--- src/rtl/game_ctrl.sv ---
// Falling-bar game controller: bar/hole/player state machine, LFSR hole placement,
// collision detection, lives, scoring and level speed-up. All outputs registered.
module game_ctrl #(
  parameter int unsigned STEP       = 8,
  parameter int unsigned PLR_TOP    = 440,
  parameter int unsigned BAR_EXIT   = 509,
  parameter int unsigned HIT_FRAMES = 30,
  parameter int unsigned LEVEL_BARS = 8
) (
  input  logic       dclk,
  input  logic       clr,
  input  logic       frame_tick,
  input  logic       btn_left,
  input  logic       btn_right,
  input  logic       btn_start,
  output logic [8:0] barpos,
  output logic [3:0] holepos,
  output logic [3:0] plrpos,
  output logic [1:0] lives,
  output logic [2:0] cyclesneeded,
  output logic [7:0] score,
  output logic       hit,
  output logic       game_over
);

  localparam int unsigned HW = $clog2(HIT_FRAMES + 1);
  localparam logic [HW-1:0] HIT_LAST = HW'(HIT_FRAMES - 1);

  typedef enum logic [1:0] {S_IDLE, S_PLAY, S_HIT, S_OVER} state_t;

  state_t        r_state;
  logic [15:0]   r_lfsr;
  logic [2:0]    r_fcnt;
  logic [HW-1:0] r_hcnt;

  logic       w_fb;
  logic [3:0] w_newhole;
  logic [9:0] w_sum;
  logic       w_wrap;
  logic       w_cross;
  logic       w_miss;
  logic       w_step;
  logic [7:0] w_score_inc;
  logic       w_levelup;
  logic [1:0] w_lives_dec;
  logic       w_mv_l;
  logic       w_mv_r;

  // Fibonacci LFSR, polynomial x^16+x^14+x^13+x^11+1, shifting toward bit 0
  assign w_fb      = r_lfsr[0] ^ r_lfsr[2] ^ r_lfsr[3] ^ r_lfsr[5];
  assign w_newhole = (r_lfsr[3:0] == 4'd14) ? 4'd0 :
                     (r_lfsr[3:0] == 4'd15) ? 4'd1 : r_lfsr[3:0];

  assign w_sum       = {1'b0, barpos} + 10'(STEP);
  assign w_wrap      = w_sum >= 10'(BAR_EXIT);
  assign w_cross     = ({1'b0, barpos} < 10'(PLR_TOP)) && (w_sum >= 10'(PLR_TOP));
  assign w_miss      = (plrpos < holepos) || ({1'b0, plrpos} > ({1'b0, holepos} + 5'd2));
  assign w_step      = frame_tick && (r_fcnt == (cyclesneeded - 3'd1));
  assign w_score_inc = score + 8'd1;
  assign w_levelup   = (w_score_inc != '0) && ((32'(w_score_inc) % LEVEL_BARS) == 32'd0);
  assign w_lives_dec = lives - 2'd1;
  assign w_mv_l      = btn_left & ~btn_right;
  assign w_mv_r      = btn_right & ~btn_left;

  always_ff @(posedge dclk or posedge clr) begin
    if (clr) begin
      r_state      <= S_IDLE;
      r_lfsr       <= 16'hACE1;
      r_fcnt       <= '0;
      r_hcnt       <= '0;
      barpos       <= '0;
      holepos      <= 4'd6;
      plrpos       <= 4'd7;
      lives        <= 2'd3;
      cyclesneeded <= 3'd6;
      score        <= '0;
      hit          <= 1'b0;
      game_over    <= 1'b0;
    end else begin
      r_lfsr <= {w_fb, r_lfsr[15:1]};
      hit    <= 1'b0;
      unique case (r_state)
        S_IDLE: begin
          if (btn_start) begin
            r_state <= S_PLAY;
            barpos  <= '0;
            holepos <= w_newhole;
            r_fcnt  <= '0;
          end
        end

        S_PLAY: begin
          if (w_mv_l && plrpos != 4'd0)
            plrpos <= plrpos - 4'd1;
          else if (w_mv_r && plrpos != 4'd15)
            plrpos <= plrpos + 4'd1;

          if (frame_tick) begin
            if (w_step) begin
              r_fcnt <= '0;
              if (w_wrap) begin
                barpos  <= '0;
                holepos <= w_newhole;
                score   <= w_score_inc;
                if (w_levelup && cyclesneeded > 3'd2)
                  cyclesneeded <= cyclesneeded - 3'd1;
              end else begin
                barpos <= w_sum[8:0];
                // collision judged with the player column held before this edge's button move
                if (w_cross && w_miss) begin
                  hit    <= 1'b1;
                  lives  <= w_lives_dec;
                  r_hcnt <= '0;
                  if (w_lives_dec == 2'd0) begin
                    r_state   <= S_OVER;
                    game_over <= 1'b1;
                  end else begin
                    r_state <= S_HIT;
                  end
                end
              end
            end else begin
              r_fcnt <= r_fcnt + 3'd1;
            end
          end
        end

        S_HIT: begin
          if (frame_tick) begin
            if (r_hcnt == HIT_LAST) begin
              r_hcnt  <= '0;
              barpos  <= '0;
              holepos <= w_newhole;
              r_fcnt  <= '0;
              r_state <= S_PLAY;
            end else begin
              r_hcnt <= r_hcnt + HW'(1);
            end
          end
        end

        S_OVER: begin
          if (btn_start) begin
            lives        <= 2'd3;
            score        <= '0;
            cyclesneeded <= 3'd6;
            barpos       <= '0;
            holepos      <= w_newhole;
            game_over    <= 1'b0;
            r_fcnt       <= '0;
            r_hcnt       <= '0;
            r_state      <= S_PLAY;
          end
        end
      endcase
    end
  end

endmodule

--- config.mk ---
export PLATFORM = sky130hd
export DESIGN_NAME = game_ctrl
export DESIGN_NICKNAME = d
export VERILOG_FILES = /design/src/rtl/game_ctrl.sv
export SDC_FILE = /design/constraint.sdc
export NUM_CORES = 1
export LEC_CHECK = 0
export ABC_AREA = 1
export BUFFER_PORTS_ARGS = -buffer_cell sky130_fd_sc_hd__clkbuf_2
export CAP_MARGIN = 20
export CORE_UTILIZATION = 45
export CTS_CLUSTER_SIZE = 25
export DETAILED_ROUTE_END_ITERATION = 10
export PLACE_DENSITY_LB_ADDON = 0.1
export SLEW_MARGIN = 20
export SYNTH_ARGS = -nofsm -noshare
export SYNTH_HDL_FRONTEND = slang
export SYNTH_SLANG_ARGS = --single-unit
--- constraint.sdc ---
create_clock -name dclk -period 2.87 [get_ports dclk]
set_clock_uncertainty 0.2 [all_clocks]
set_input_delay 0.4305 -clock dclk [delete_from_list [all_inputs] [get_ports dclk]]
set_output_delay 0.4305 -clock dclk [all_outputs]
set_load 0.01 [all_outputs]
==> flow_results.org <==
** Synthesis
- Portion of the post-synthesis area used by sequential elements :: ~44%
- Synthesis inferred 55 register bits.
- Fraction of post-synthesis cell area in the top cell type by area :: 30.2%
- The number of different library cells used by synthesis comes to 34.
- Yosys synthesis warning count :: 0
- Top area cells in the synthesized netlist :: dfrtp_1, dfstp_2, nand2_1
- The largest total area in the synthesized netlist belongs to dfrtp_1.
- Synthesis handed over a netlist of 382 instances.
- Post-synth design cell area :: 3150 um2
- Syn avg cell area :: 8.25 um2

** Timing
- Final max-slew violation count :: 0
- Least-Margin Pin Slew :: about 0.58 ns
- Dividing the final minimum period by the clock period gives 87.1%.
- Remaining max-slew budget at the tightest pin :: 61.4%
- Setup repair after global routing left no endpoint under its margin.
- Highest Clock Rate :: 0.400 GHz
- Time the final worst path needs with I/O delays and setup :: approximately 2.5 ns
- The final number of hold-violating endpoints was 0.
- Adding up every negative setup slack in the final design gives 0 ns.
- Final setup violation count :: 0

** Clocking
- Buffers added to address setup during post-CTS repair amount to 0.
- Clock tree synthesis found a total of 55 sinks.
- The clock passes through at most 2 buffers.
- Number of cells upsized or downsized after cts :: 0
- H-tree lvl count :: 2
- CTS tree :: built
- For the worst-skew pair, the clock arrives at the later sink with an insertion delay of 0.31 ns.
- The root buffer cell chosen for the clock tree is clkbuf_8.
- CTS buffer count :: 5
- After clock tree synthesis, the clock-pin slew on the worst setup and hold paths is approximately 0.11 ns.

** Route
- In the routed layout, each cell is associated on average with a via count of between 4 and 5.
- For this block, the routed nets add up to 5900 um of wire.
- In this run the remaining antenna-violating nets after routing total 0.
- Per-cell routed wire length :: 11.4 um
- Wire segments on met3 add up to 241 um in the final route.
- For this block, wires on met1 add up to 2910 um.
- In the detailed route, the total length drawn on met2 is 2680 um.
- Number of DRC violations after detailed routing :: 1
- In this run, the number of DRC markers left after iteration 0 of detailed routing was 64.
- Vias post-DR :: 2463
- Uppermost layer routed :: met4
- The first detailed-routing pass ran for 7 iterations.

** Pwr
- Registers are responsible for 37.1% of the overall power.
- Worst IR drop on VDD :: 0.542 mV
- Portion of total power attributed to the clock network :: 14.3%
- Static Leakage :: 1.83 nW
- Of the total power, the share spent switching nets is 46.5%.
- Summed over all nets, the switching power comes to between 1.5 and 2 mW.
- The internal portion of the total power is 1.74 mW.
- For this design the ratio of total power to cell area is 920 nW/um2.
- Fraction of power consumed by combinational cells :: 48.6%

** Die
- Standard cell core area :: ~6800 um2
- The die is 85.7 um tall.
- Starting density of the core :: 46.4%
- Die footprint :: 7350 um2
- Die width :: approximately 86 um
- Cell row count :: 30
- During I/O placement, the number of pins put on the boundary was 38.

** Critical path
- Cell count of the worst reg-to-reg path :: 13
- For the worst setup path, the data required time is 2.88 ns.
- The worst register-to-register path begins at holepos[1].
- Endpoint of the worst setup timing path :: r_hcnt[3]
- In this run the worst path has a maximum fanout of 14.
- Start-to-end type of the worst setup path :: reg -> reg
- The critical path starts at holepos[1].
- Reg-to-reg critical path endpoint :: r_hcnt[3]
- STA classifies the critical path startpoint as a flip-flop.
- STA puts the critical path data arrival time at 2.51 ns.
- Type of element capturing the critical path :: flip-flop
- For flop-to-flop paths, the worst setup slack is 0.37 ns.

** Global routing
- Global routing used around 18% of the available tracks.
- Global-route wire length before repair :: 10300 um
- Summed over all layers, the global routing overflow is 0.
- Entering global routing, the biggest net connects 30 pins.
- Number of global-route vias before repair :: 2322
- Number of antenna violations at the first check in global routing :: 0

** Placement
- Counting tap cells, the placed design contains a total of 508 instances.
- The congestion estimate from routability-driven global placement came to 0.825.
- Cell area after placement :: 3420 um2
- Detailed placement finished with a half-perimeter wire length of approximately 4400 um.
- In this run the tool buffered the top-level ports with 34 buffer cells.

** Finish
- The library cells used most frequently in the layout, excluding fill and tap cells, are nand2_1, inv_1, dfrtp_1.
- Number of filler instances in the final layout :: 677
- Non-filler cells, final :: 517
- The post-route netlist has 18.5% of its cells at a drive strength greater than 1.
- Net count reported at finish :: 450
- Number of antenna repair diodes :: 0
- Layout overhead on the synthesized area :: 11.9%
- Once layout is done, the placed cells without fillers occupy approximately 3500 um2.
- Commonest non-fill, non-tap cell in the layout :: nand2_1

** Worst hold path
- The worst hold path belongs to the class reg -> reg.
- Hold path cells :: 0

** Run
- Max-cap violations in this run came to 0.

** Run status
- The run finished, with violations left.
- The checks that failed: DRC.
-- final cells by class --
cell class	instances	area (um2)	share of cell area [%]
multi-input combinational	275	1530	43.3
sequential	55	1400	39.6
timing repair buffer	37	208	5.89
inverter	46	174	4.93
tap	96	120	3.40
clock buffer	5	68.8	1.95
clock inverter	3	31.3	0.887
-- worst min path at each step --
stage,slack (ns),endpoint,from
after floorplan,0.13,r_lfsr[3],r_lfsr[4]
after global placement,0.13,r_lfsr[3],r_lfsr[4]
after detailed placement,0.13,r_lfsr[3],r_lfsr[4]
after CTS,0.16,r_lfsr[3],r_lfsr[4]
after global routing,0.17,r_lfsr[10],r_lfsr[11]
final,0.16,r_lfsr[8],r_lfsr[9]
-- cells in the mapped netlist (all sizes together) --
| master | count |
|---|---|
| clkinv | 1 |
| nor3 | 1 |
| conb | 1 |
| a21oi | 7 |
| o21a | 1 |
| buf | 7 |
| a211oi | 1 |
| o22ai | 1 |
| o21bai | 3 |
| o31ai | 1 |
| clkbuf | 1 |
| fa | 1 |
| nor2 | 35 |
| nand2 | 112 |
| xor2 | 7 |
| ha | 23 |
| dfrtp | 38 |
| o21ai | 27 |
| nand3 | 33 |
| inv | 45 |
| dfstp | 17 |
| or2 | 1 |
| nand4 | 8 |
| xnor2 | 8 |
| nand3b | 2 |
-- flip-flops by register name, summed over array words and instances, names as in the netlist --
signal and flops:
barpos 6, r_hcnt 5, r_state 2, hit 1, cyclesneeded 3, score 8
game_over 1, holepos 4, r_fcnt 3, lives 2, r_lfsr 16, plrpos 4
-- cells by family after synthesis --
group / count (synthesis) / share of synthesized area, %
and+or+nand+nor: 192 / 27.2
DFF: 55 / 44.3
buffers and inverters: 54 / 7.42
AOI/OAI and AO/OA: 41 / 7.02
adders and majority gates: 24 / 9.76
xor gates and xnor gates: 15 / 4.17
other: 1 / 0.119
-- worst max-delay path: stages (launching register included) --
cell and delay, ns:
dfstp_2 0.59, ha_1 0.18, xnor2_1 0.07, ha_1 0.29
nand2_1 0.06, o21bai_1 0.15, nand2_1 0.05, nand2_1 0.05
a21oi_1 0.11, nand2_1 0.09, nand2_2 0.22, nand2_1 0.19
nand2_1 0.09, nand2_1 0.05
-- routing by layer --
layer | up-vias | global-route usage (%)
met1 | 1125 | 23.0
met3 | 7 | 3.37
met2 | 38 | 29.7
met4 | 0 | 5.00
li1 | 1293 | -
met5 | - | 0
-- timing repair --
item | 4_1_cts | 5_1_grt
hold endpoints to repair | 22 | 0
endpoints found under the setup margin | 0 | 0
hold buffers | 1 | 0
-- metrics by stage --
step	total power, mW	worst slack [ns]	utilization, %	hold slack [ns]
floorplan	2.42	0.683	-	0.131
global placement	2.79	0.447	50.3	0.134
detailed placement	2.81	0.384	50.3	0.135
CTS	3.30	0.362	51.9	0.161
global route	3.59	0.135	51.9	0.166
finish	3.25	0.369	51.9	0.159
-- power by group through the flow --
stage                     logic, mW  clock network [mW]  registers, mW
after global placement         1.57                   0           1.22
after detailed placement       1.59                   0           1.22
after floorplan                1.20                   0           1.22
after global routing           1.83               0.516           1.24
after CTS                      1.60               0.493           1.21
final                          1.58               0.464           1.21
Power figures use the tool's default switching activity.
